[src/rtl/code_defs_pkg.sv]
// Shared XGMII / RS code points and MAC framing constants.
// Also holds the small helpers used by the receive MAC.
package code_defs_pkg;

  localparam logic [7:0]  RS_START      = 8'hFB;
  localparam logic [7:0]  RS_TERM       = 8'hFD;
  localparam logic [7:0]  MAC_PRE_BYTE  = 8'h55;
  localparam logic [7:0]  MAC_SFD       = 8'hD5;
  localparam logic [31:0] CRC32_POLY    = 32'h04C11DB7;
  localparam logic [31:0] CRC32_RESIDUE = 32'hDEBB20E3;

  function automatic logic [31:0] reflect32(input logic [31:0] v);
    logic [31:0] r;
    for (int unsigned i = 0; i < 32; i++) begin
      r[i] = v[31-i];
    end
    return r;
  endfunction

  function automatic logic [2:0] keep_bytes(input logic [3:0] k);
    return {2'b00, k[0]} + {2'b00, k[1]} + {2'b00, k[2]} + {2'b00, k[3]};
  endfunction

endpackage

[src/rtl/crc32_32b.sv]
// Combinational reflected CRC-32 update over up to four bytes.
// Lane 0 is consumed first, each byte LSB first.
module crc32_32b
  import code_defs_pkg::*;
(
  input  logic [31:0] crc_in,
  input  logic [31:0] data,
  input  logic [3:0]  byte_en,
  output logic [31:0] crc_out
);

  localparam logic [31:0] POLY_REFL = reflect32(CRC32_POLY);

  logic [31:0] acc;

  always_comb begin
    acc = crc_in;
    for (int unsigned lane = 0; lane < 4; lane++) begin
      if (byte_en[lane]) begin
        for (int unsigned b = 0; b < 8; b++) begin
          if (acc[0] ^ data[lane*8 + b]) acc = (acc >> 1) ^ POLY_REFL;
          else                           acc = acc >> 1;
        end
      end
    end
  end

  assign crc_out = acc;

endmodule

[src/rtl/mac_rx.sv]
// Receive MAC: strips preamble/SFD from 32-bit XGMII and emits frame bytes
// on a non-backpressured AXI-Stream with FCS/length/control error flagging.
module mac_rx
  import code_defs_pkg::*;
#(
  parameter int unsigned MIN_FRAME_BYTES = 64,
  parameter int unsigned MAX_FRAME_BYTES = 1518
) (
  input  logic        i_clk,
  input  logic        i_reset_n,
  input  logic [31:0] i_xgmii_rxd,
  input  logic [3:0]  i_xgmii_rxc,
  input  logic        i_xgmii_valid,
  input  logic [3:0]  i_term_loc,
  output logic [31:0] o_axis_tdata,
  output logic [3:0]  o_axis_tkeep,
  output logic        o_axis_tvalid,
  output logic        o_axis_tlast,
  output logic        o_axis_tuser,
  output logic        o_frame_good,
  output logic        o_frame_bad
);

  typedef enum logic [1:0] {IDLE, PREAMBLE, DATA} state_t;

  state_t      state;
  logic [31:0] hold_data;
  logic [3:0]  hold_keep;
  logic        hold_vld;
  logic        hold_last;
  logic [31:0] crc;
  logic [31:0] crc_nxt;
  logic [15:0] len;
  logic [15:0] len_nxt;
  logic [16:0] len_sum;
  logic [3:0]  in_keep;
  logic        ctl_err;
  logic        frame_err;
  logic        end_err;
  logic        is_start;
  logic        is_sfd;

  // With a one-hot terminate at lane k, (1<<k)-1 is simply term_loc-1.
  assign in_keep  = (i_term_loc == 4'h0) ? 4'hF : i_term_loc - 4'd1;
  assign ctl_err  = (i_term_loc == 4'h0) ? (i_xgmii_rxc != 4'h0)
                                         : ((i_xgmii_rxc & in_keep) != 4'h0);
  assign is_start = (i_xgmii_rxc == 4'b0001) &&
                    (i_xgmii_rxd == {{3{MAC_PRE_BYTE}}, RS_START});
  assign is_sfd   = (i_xgmii_rxc == 4'h0) &&
                    (i_xgmii_rxd == {MAC_SFD, {3{MAC_PRE_BYTE}}});

  assign len_sum  = {1'b0, len} + {14'b0, keep_bytes(in_keep)};
  assign len_nxt  = len_sum[16] ? '1 : len_sum[15:0];

  // crc/len already cover the held word, so they describe the whole frame at tlast.
  assign frame_err = (crc != CRC32_RESIDUE) ||
                     (len < 16'(MIN_FRAME_BYTES)) ||
                     (len > 16'(MAX_FRAME_BYTES));
  assign end_err   = ctl_err | frame_err;

  crc32_32b u_crc (
    .crc_in  (crc),
    .data    (i_xgmii_rxd),
    .byte_en (in_keep),
    .crc_out (crc_nxt)
  );

  always_ff @(posedge i_clk or negedge i_reset_n) begin
    if (!i_reset_n) begin
      state         <= IDLE;
      hold_data     <= '0;
      hold_keep     <= '0;
      hold_vld      <= 1'b0;
      hold_last     <= 1'b0;
      crc           <= '1;
      len           <= '0;
      o_axis_tdata  <= '0;
      o_axis_tkeep  <= '0;
      o_axis_tvalid <= 1'b0;
      o_axis_tlast  <= 1'b0;
      o_axis_tuser  <= 1'b0;
      o_frame_good  <= 1'b0;
      o_frame_bad   <= 1'b0;
    end else begin
      o_axis_tvalid <= 1'b0;
      o_axis_tkeep  <= '0;
      o_axis_tlast  <= 1'b0;
      o_axis_tuser  <= 1'b0;
      o_frame_good  <= 1'b0;
      o_frame_bad   <= 1'b0;

      if (hold_vld && hold_last) begin
        o_axis_tvalid <= 1'b1;
        o_axis_tdata  <= hold_data;
        o_axis_tkeep  <= hold_keep;
        o_axis_tlast  <= 1'b1;
        o_axis_tuser  <= frame_err;
        o_frame_good  <= ~frame_err;
        o_frame_bad   <= frame_err;
        hold_vld      <= 1'b0;
        hold_last     <= 1'b0;
        hold_keep     <= '0;
      end

      if (i_xgmii_valid) begin
        case (state)
          IDLE: begin
            if (is_start) begin
              state <= PREAMBLE;
              crc   <= '1;
              len   <= '0;
            end
          end
          PREAMBLE: state <= is_sfd ? DATA : IDLE;
          DATA: begin
            if (ctl_err || i_term_loc[0]) begin
              o_axis_tvalid <= 1'b1;
              o_axis_tdata  <= hold_data;
              o_axis_tkeep  <= hold_keep;
              o_axis_tlast  <= 1'b1;
              o_axis_tuser  <= end_err;
              o_frame_good  <= ~end_err;
              o_frame_bad   <= end_err;
              hold_vld      <= 1'b0;
              hold_keep     <= '0;
              state         <= IDLE;
            end else begin
              if (hold_vld) begin
                o_axis_tvalid <= 1'b1;
                o_axis_tdata  <= hold_data;
                o_axis_tkeep  <= hold_keep;
              end
              hold_data <= i_xgmii_rxd;
              hold_keep <= in_keep;
              hold_vld  <= 1'b1;
              hold_last <= (i_term_loc != 4'h0);
              crc       <= crc_nxt;
              len       <= len_nxt;
              if (i_term_loc != 4'h0) state <= IDLE;
            end
          end
          default: state <= IDLE;
        endcase
      end
    end
  end

endmodule

[config.mk]
export PLATFORM = sky130hd
export DESIGN_NAME = mac_rx
export DESIGN_NICKNAME = d
export VERILOG_FILES = /design/src/rtl/code_defs_pkg.sv /design/src/rtl/crc32_32b.sv /design/src/rtl/mac_rx.sv
export SDC_FILE = /design/constraint.sdc
export NUM_CORES = 1
export LEC_CHECK = 0
export CORE_ASPECT_RATIO = 0.9
export CORE_MARGIN = 10
export CORE_UTILIZATION = 40
export CTS_CLUSTER_SIZE = 16
export DETAILED_ROUTE_END_ITERATION = 8
export GPL_ROUTABILITY_DRIVEN = 0
export SYNTH_ARGS = -nofsm -noshare
export SYNTH_HDL_FRONTEND = slang
export SYNTH_HIERARCHICAL = 1
export SYNTH_SLANG_ARGS = --single-unit
[constraint.sdc]
create_clock -name i_clk -period 5.7 [get_ports i_clk]
set_clock_uncertainty 0.2 [all_clocks]
set_input_delay 1.14 -clock i_clk [delete_from_list [all_inputs] [get_ports i_clk]]
set_output_delay 1.14 -clock i_clk [all_outputs]
set_load 0.02 [all_outputs]
### After elaboration in Yosys (flattened, before gate mapping)

Index checks and enable logic that the tools add are counted.

* bits in registers: 128
* output and inout port bits: 41
* logic and storage cells: 230

* add/sub/neg operators: 5
* $lt $le $gt $ge: 2
* equal/unequal tests: 9
* muxes and demuxes: 116
* bitwise logic cells: 69
* reductions and logical operators: 16

Operators by type and width (count)
* 32-bit 2-to-1 mux: 71
* 13-bit NOT with 14-bit output: 32
* 32-bit case mux with 2 select lines: 1
* 16-bit 2-to-1 mux: 3
* 4-bit 2-to-1 mux: 10
* 32-bit by 31-bit == test with 1-bit output, second input constant: 1
* 32-bit == test, second input constant: 1
* 32-bit != test, second input constant: 1
* 16-bit case mux with 2 select lines: 1
* 1-bit XOR: 32
* 1-bit 2-to-1 mux: 25
* 16-bit by 3-bit adder with 17-bit output: 1
* 16-bit by 11-bit greater-than comparator with 1-bit output, second input constant: 1
* 16-bit by 7-bit less-than comparator with 1-bit output, second input constant: 1
* 4-bit nonzero test: 3
* 4-bit zero test: 2
* 2-bit 2-to-1 mux: 4
* 2-bit case mux with 3 select lines: 1
* 3-bit AND reduction: 2
* 4-bit bitwise AND: 1
* 4-bit by 1-bit == test with 1-bit output, second input constant: 1
* 2-bit != test, second input constant: 2
* 4-bit AND reduction: 1
* 4-bit by 1-bit subtractor with 4-bit output, second input constant: 1
* 12 further kinds: 18

### Longest topological paths before layout

* depth after elaboration: 98
* gate-level depth with buffers: 23
* depth with buffers taken out: 20

### By module

The synthesis kept the hierarchy.

By module, submodules not included
* mac_rx: instances 1, cells each 424, area each 5803.1 sq um, seq. area each 3243.1 sq um
* crc32_32b: instances 1, cells each 548, area each 5198.7 sq um, seq. area each 0.0 sq um

### Worst setup path after synthesis

Ideal clock, no wire load.

* kind: input-to-reg
* from: input i_term_loc[0]
* to: register crc[24]
* arrival time: 6.497 ns
* required time: 5.420 ns
* path slack: -1.077 ns
* cell stages on the path: 23
* buffers on the path: 5
* path through: buf_6 -> inv_1 -> ha_1 -> or3b_2 -> nand2_1 -> buf_2 -> buf_1 -> buf_1 -> clkbuf_1 -> mux2i_1 -> xnor3_1 -> a21o_1 -> a31oi_1 -> xnor2_1 -> xnor2_1 -> xor3_1 -> mux2i_4 -> xor2_4 -> xor2_2 -> xnor2_1 -> xor2_1 -> mux2i_1 -> o22a_1

* longest elaborated chain between the ends: 63
* elaborated cells on any way between the ends: 103
* classes of those cells: add/sub: 1; eq/ne: 1; mux: 53; bitwise: 44; reduce/logical: 4

Ends and longest elaborated chain
* start, declared: line mac_rx.sv:14 `input logic [3:0] i_term_loc,`
* 4-bit by 1-bit subtractor with 4-bit output / 4-bit zero test (equally long branches): line mac_rx.sv:44 `assign in_keep = (i_term_loc == 4'h0) ? 4'hF : i_term_loc - 4'd1;`
* 4-bit 2-to-1 mux (*): line mac_rx.sv:44
* named net in_keep[0]: line mac_rx.sv:36 `logic [3:0] in_keep;`
* 32-bit 2-to-1 mux (*): line crc32_32b.sv:19 `if (byte_en[lane]) begin`
* 1-bit XOR / 13-bit NOT with 14-bit output (equally long branches)
* 32-bit 2-to-1 mux: line crc32_32b.sv:21 `if (acc[0] ^ data[lane*8 + b]) acc = (acc >> 1) ^ POLY_REFL;`
* 32-bit 2-to-1 mux: line crc32_32b.sv:19
* 32-bit 2-to-1 mux / 13-bit NOT with 14-bit output (equally long branches)
* [49 not listed]
* 32-bit 2-to-1 mux: line crc32_32b.sv:21
* 32-bit 2-to-1 mux: line crc32_32b.sv:19
* 13-bit NOT with 14-bit output (no source line)
* 32-bit 2-to-1 mux: line crc32_32b.sv:21
* 32-bit 2-to-1 mux (*): line crc32_32b.sv:19
* named net crc_nxt[24]: line mac_rx.sv:32 `logic [31:0] crc_nxt;`
* 32-bit 2-to-1 mux (*): line mac_rx.sv:116 `if (ctl_err || i_term_loc[0]) begin`
* 32-bit case mux with 2 select lines (*): line mac_rx.sv:106 `case (state)`
* end signal, assigned: line mac_rx.sv:137 `crc <= crc_nxt;`
* end, declared: line mac_rx.sv:31 `logic [31:0] crc;`

The timed path passes the listed nets; every way through them passes the cells marked *. The select of a mux whose other input is x is not followed.
A chain may end at the register's enable or synchronous reset.

### Worst setup path after layout

* from: input i_term_loc[0]
* to: register crc[19]

* longest elaborated chain between the ends: 66
* elaborated cells on any way between the ends: 106
* classes of those cells: add/sub: 1; eq/ne: 1; mux: 53; bitwise: 47; reduce/logical: 4

Ends and longest elaborated chain (line)
* 4-bit by 1-bit subtractor with 4-bit output / 4-bit zero test (equally long branches): mac_rx.sv:44
* 4-bit 2-to-1 mux (*): mac_rx.sv:44
* named net in_keep[0]: mac_rx.sv:36
* 32-bit 2-to-1 mux (*): crc32_32b.sv:19
* 32-bit 2-to-1 mux: crc32_32b.sv:21
* 32-bit 2-to-1 mux: crc32_32b.sv:19
* 1-bit XOR / 13-bit NOT with 14-bit output (equally long branches)
* 32-bit 2-to-1 mux: crc32_32b.sv:21
* [52 not listed]
* 32-bit 2-to-1 mux: crc32_32b.sv:21
* 32-bit 2-to-1 mux: crc32_32b.sv:19
* 13-bit NOT with 14-bit output (no source line)
* 32-bit 2-to-1 mux: crc32_32b.sv:21
* 32-bit 2-to-1 mux (*): crc32_32b.sv:19
* named net crc_nxt[19]: mac_rx.sv:32
* 32-bit 2-to-1 mux (*): mac_rx.sv:116
* 32-bit case mux with 2 select lines (*): mac_rx.sv:106

Marks and branches as above.

==> metrics.log <==
INFO  metric number_of_buffers_added_by_the_clock_tree_synthesis_step = 17
INFO  metric ant_nets = 0
INFO  metric gr-usage-all-layers = 0.198
INFO  metric dr_total_vias = 8572
INFO  metric path_class = primary input to register
INFO  metric antenna_found_initial = 1
INFO  metric netlist.area_leader.share = 0.218
INFO  metric layout-area-overhead-vs-synth = 36.1%
INFO  metric first_iter_violations = 584
INFO  metric first_global_vias = 8699
INFO  metric synthCells = 972
INFO  metric most_frequent_cells_after_synthesis = sky130_fd_sc_hd__xnor2_1, sky130_fd_sc_hd__dfrtp_1, sky130_fd_sc_hd__nand2_1, sky130_fd_sc_hd__xor2_1, sky130_fd_sc_hd__mux2i_1
INFO  metric slew_at_the_pin_with_the_worst_max_slew_slack = 0.852 ns
INFO  metric timing.max_cap.violations = 0
INFO  metric yosys.area.top_type = sky130_fd_sc_hd__dfrtp_1
INFO  metric run_status = finished, final reports clean
INFO  metric placeableCoreArea = 27000 µm²
INFO  metric clock_sink_count = 128
INFO  metric setup_violations = 0
INFO  metric peakVddDrop = 0.000485 V
INFO  metric final_nets = 1316
INFO  metric route.detailed.drc = 0
INFO  metric post-route-util = 0.554
INFO  metric synthArstFlopShare = 1.00
INFO  metric slew_headroom = 0.432
INFO  metric port-buffer-count = 83
INFO  metric routed_wire_length_per_instance = 21.1 µm
INFO  metric overall_routed_net_length = 34600 µm
INFO  metric leakage = 6.64 nW
INFO  metric critPathLaunchType = primary input
INFO  metric pre_cts_ws = -1.04 ns
INFO  metric initial_utilization = 0.407
INFO  metric post_synth_instance_area = 11000 µm²
INFO  metric combined_area_of_the_multi_input_logic_cells = 7870 µm²
INFO  metric p_per_area = 532 nW/µm²
INFO  metric syn_nets = 1020
INFO  metric yosys_register_bits = 128
INFO  metric top_level_ports = 84
INFO  metric placementRows = 57
INFO  metric synth-seq-area-share = 0.295
INFO  metric worstPathRequired = 5.86 ns
INFO  metric hold-worst-slack = 0.279 ns
INFO  metric timing.critical_path.arrival = 5.83 ns
INFO  metric nFillCells = 2313
INFO  metric timing.final.max_slew_violations = 0
INFO  metric cts.path.max_buffers = 2
INFO  metric slowest_stage = sky130_fd_sc_hd__xnor3_1
INFO  metric synth.lib_cells_used.distinct = 90
INFO  metric unrepaired_setup_endpoints_after_global_routing = true
INFO  metric synth_most_common_cell = sky130_fd_sc_hd__xnor2_1
INFO  metric drt-vias-per-instance = 5.24
INFO  metric power.total = 7.97 mW
INFO  metric min_period = 5.67 ns
INFO  metric number_of_synthesized_flops_with_an_enable_pin = 0
INFO  metric timing.critical_path.max_delay_family = XOR/XNOR gates
INFO  metric layout.cell_area.non_filler = 15000 µm²
INFO  metric hold_class = register to register
INFO  metric dpl-instance-area = 13800 µm²
INFO  metric worst_slack = 0.0291 ns
INFO  metric clock_latency_on_the_worst_skew_pair = 0.43 ns
INFO  metric maxClockFrequency = 0.176 GHz
INFO  metric hpwl = 26500 µm
INFO  metric clk_root_buffer_cell = sky130_fd_sc_hd__clkbuf_16
INFO  metric grt_first_pass_wirelength = 53400 µm
INFO  metric syn_area_per_cell = 11.3 µm²
INFO  metric ctsHtreeMaxLevel = 4
INFO  metric cpPeakStageDelay = 0.45 ns
INFO  metric netlist_top_cells_area = sky130_fd_sc_hd__dfrtp_1, sky130_fd_sc_hd__xnor2_1, sky130_fd_sc_hd__dfstp_2
INFO  metric detail_route.first_pass.iterations = 5
INFO  metric sequential_cell_area = 3240 µm²
INFO  metric fin_crit_sh = 0.995
INFO  metric synth-main-ff-cell = sky130_fd_sc_hd__dfrtp_1
INFO  metric clk_transition_reported_paths = 0.07 ns
INFO  metric final_hold_viol_count = 0
INFO  metric die-area = 34500 µm²
INFO  metric share_of_final_layout_standard_cells_stronger_than_drive_strength_1 = 0.372
INFO  metric tritoncts = yes
INFO  metric critPathBufInv = 7
INFO  metric timing.critical_path.fanout_max = 7
INFO  metric worst_setup_path_end_kind = register
INFO  metric synthesis.yosys.warnings = 6
INFO  metric globalRoute.totalOverflow = 0
INFO  metric grt_max_degree = 91
INFO  metric die_span_x = 195 µm
INFO  metric chipHeight = 177 µm
-- path summary, 6_finish.rpt --
path | depth (start not counted) | slack [ns] | startpoint | to
worst max-delay path | 25 | 0.03 | i_term_loc[0] | crc[19]
worst min-delay path | 2 | 0.28 | hold_keep[0] | hold_keep[0]
worst max register to register | 20 | 0.38 | crc[3] | crc[19]
worst min register to register | 2 | 0.28 | hold_keep[0] | hold_keep[0]
max in group asynchronous | 2 | 3.64 | i_reset_n | crc[8]
min in group asynchronous | 1 | 0.61 | i_reset_n | asynchronous set/reset pin
-- logic make-up (layout without fill, tap and decap cells) --
family,Yosys count,count (layout),share of synthesized area
flops,128,128,0.295
compound gates,175,175,0.113
buf+inv,61,370,0.0308
mux,130,130,0.143
simple gates,198,198,0.0979
fa+ha+maj,5,5,0.00773
other cells,0,1,0
xor+xnor,275,275,0.313
-- worst reg2reg max path, delay by kind of cell (launching register included) --
kind / cells / cell delay, ns
xor gates and xnor gates: 9 / 2.31
AOI/OAI and AO/OA: 4 / 1.02
DFF: 1 / 0.65
buffers and inverters: 4 / 0.58
muxes: 2 / 0.37
and+or+nand+nor: 1 / 0.14
-- stage by stage --
step	std cells	setup TNS [ns]
2_1_floorplan	972	-4.24
3_3_place_gp	1568	-21.98
3_5_place_dp	1568	-23.21
4_1_cts	1627	0
5_1_grt	1635	-0.925
6_report	1636	0
-- layout make-up --
class                   instances  share of cell area
flip-flops and latches        128               0.217
clock buffers                  18              0.0293
well taps                     354              0.0296
multi-input cells             783               0.526
inverters                      17             0.00443
clock inverters                14              0.0103
diodes                          1            0.000167
repair buffers                321               0.184
-- layout by cell type (no fill, tap or decap), types with 6 or more instances in the layout --
cell	Yosys	routed
sky130_fd_sc_hd__mux2i_4	4	10
sky130_fd_sc_hd__nor2_1	44	44
sky130_fd_sc_hd__mux2_2	33	33
sky130_fd_sc_hd__xor2_1	59	50
sky130_fd_sc_hd__nand3_1	11	11
sky130_fd_sc_hd__xnor2_2	11	19
sky130_fd_sc_hd__a21oi_1	29	27
sky130_fd_sc_hd__nand2b_1	8	8
sky130_fd_sc_hd__o21ai_0	45	40
sky130_fd_sc_hd__a211oi_1	6	6
sky130_fd_sc_hd__xor2_4	6	14
sky130_fd_sc_hd__o22a_1	32	32
sky130_fd_sc_hd__dfstp_2	32	32
sky130_fd_sc_hd__mux2i_1	50	41
sky130_fd_sc_hd__and3_1	7	7
sky130_fd_sc_hd__a311oi_1	7	7
sky130_fd_sc_hd__xnor3_1	34	32
sky130_fd_sc_hd__buf_12	1	8
sky130_fd_sc_hd__inv_1	17	15
sky130_fd_sc_hd__nand2_1	59	58
sky130_fd_sc_hd__xor3_1	10	10
sky130_fd_sc_hd__and2_1	6	6
sky130_fd_sc_hd__clkbuf_16	0	17
sky130_fd_sc_hd__buf_4	2	223
sky130_fd_sc_hd__buf_6	10	8
sky130_fd_sc_hd__xnor2_4	8	13
sky130_fd_sc_hd__nand4_1	6	6
sky130_fd_sc_hd__a31oi_1	13	13
sky130_fd_sc_hd__mux2_1	8	8
sky130_fd_sc_hd__xor2_2	9	10
sky130_fd_sc_hd__xnor2_1	138	125
sky130_fd_sc_hd__nor3b_1	7	6
sky130_fd_sc_hd__mux2_4	33	33
sky130_fd_sc_hd__nor3_1	6	6
sky130_fd_sc_hd__clkdlybuf4s50_1	0	71
sky130_fd_sc_hd__dfrtp_1	96	96
-- timing repair --
| item | 4_1_cts | 5_1_grt |
|---|---|---|
| hold buffers | 0 | 0 |
| setup buffers | 27 | 9 |
| resized for setup | 43 | 32 |
| setup endpoints to repair | 31 | 29 |
| pin swaps | 39 | 27 |
-- layer usage --
layer | up-vias | wire length [µm] | track usage
met5 | - | 0 | 0
met4 | 0 | 915 | 0.0671
met3 | 50 | 1850 | 0.0445
met2 | 235 | 15700 | 0.307
met1 | 4238 | 16100 | 0.269
li1 | 4049 | - | -
-- where the power goes --
group / switching, mW / total [mW] / internal [mW] / leakage, nW
clock: 0.452 / 1.11 / 0.662 / 0.284
combinational: 2.80 / 5.95 / 3.15 / 4.70
sequential: 0.000000000843 / 0.910 / 0.910 / 1.66
Power figures use the tool's default switching activity.
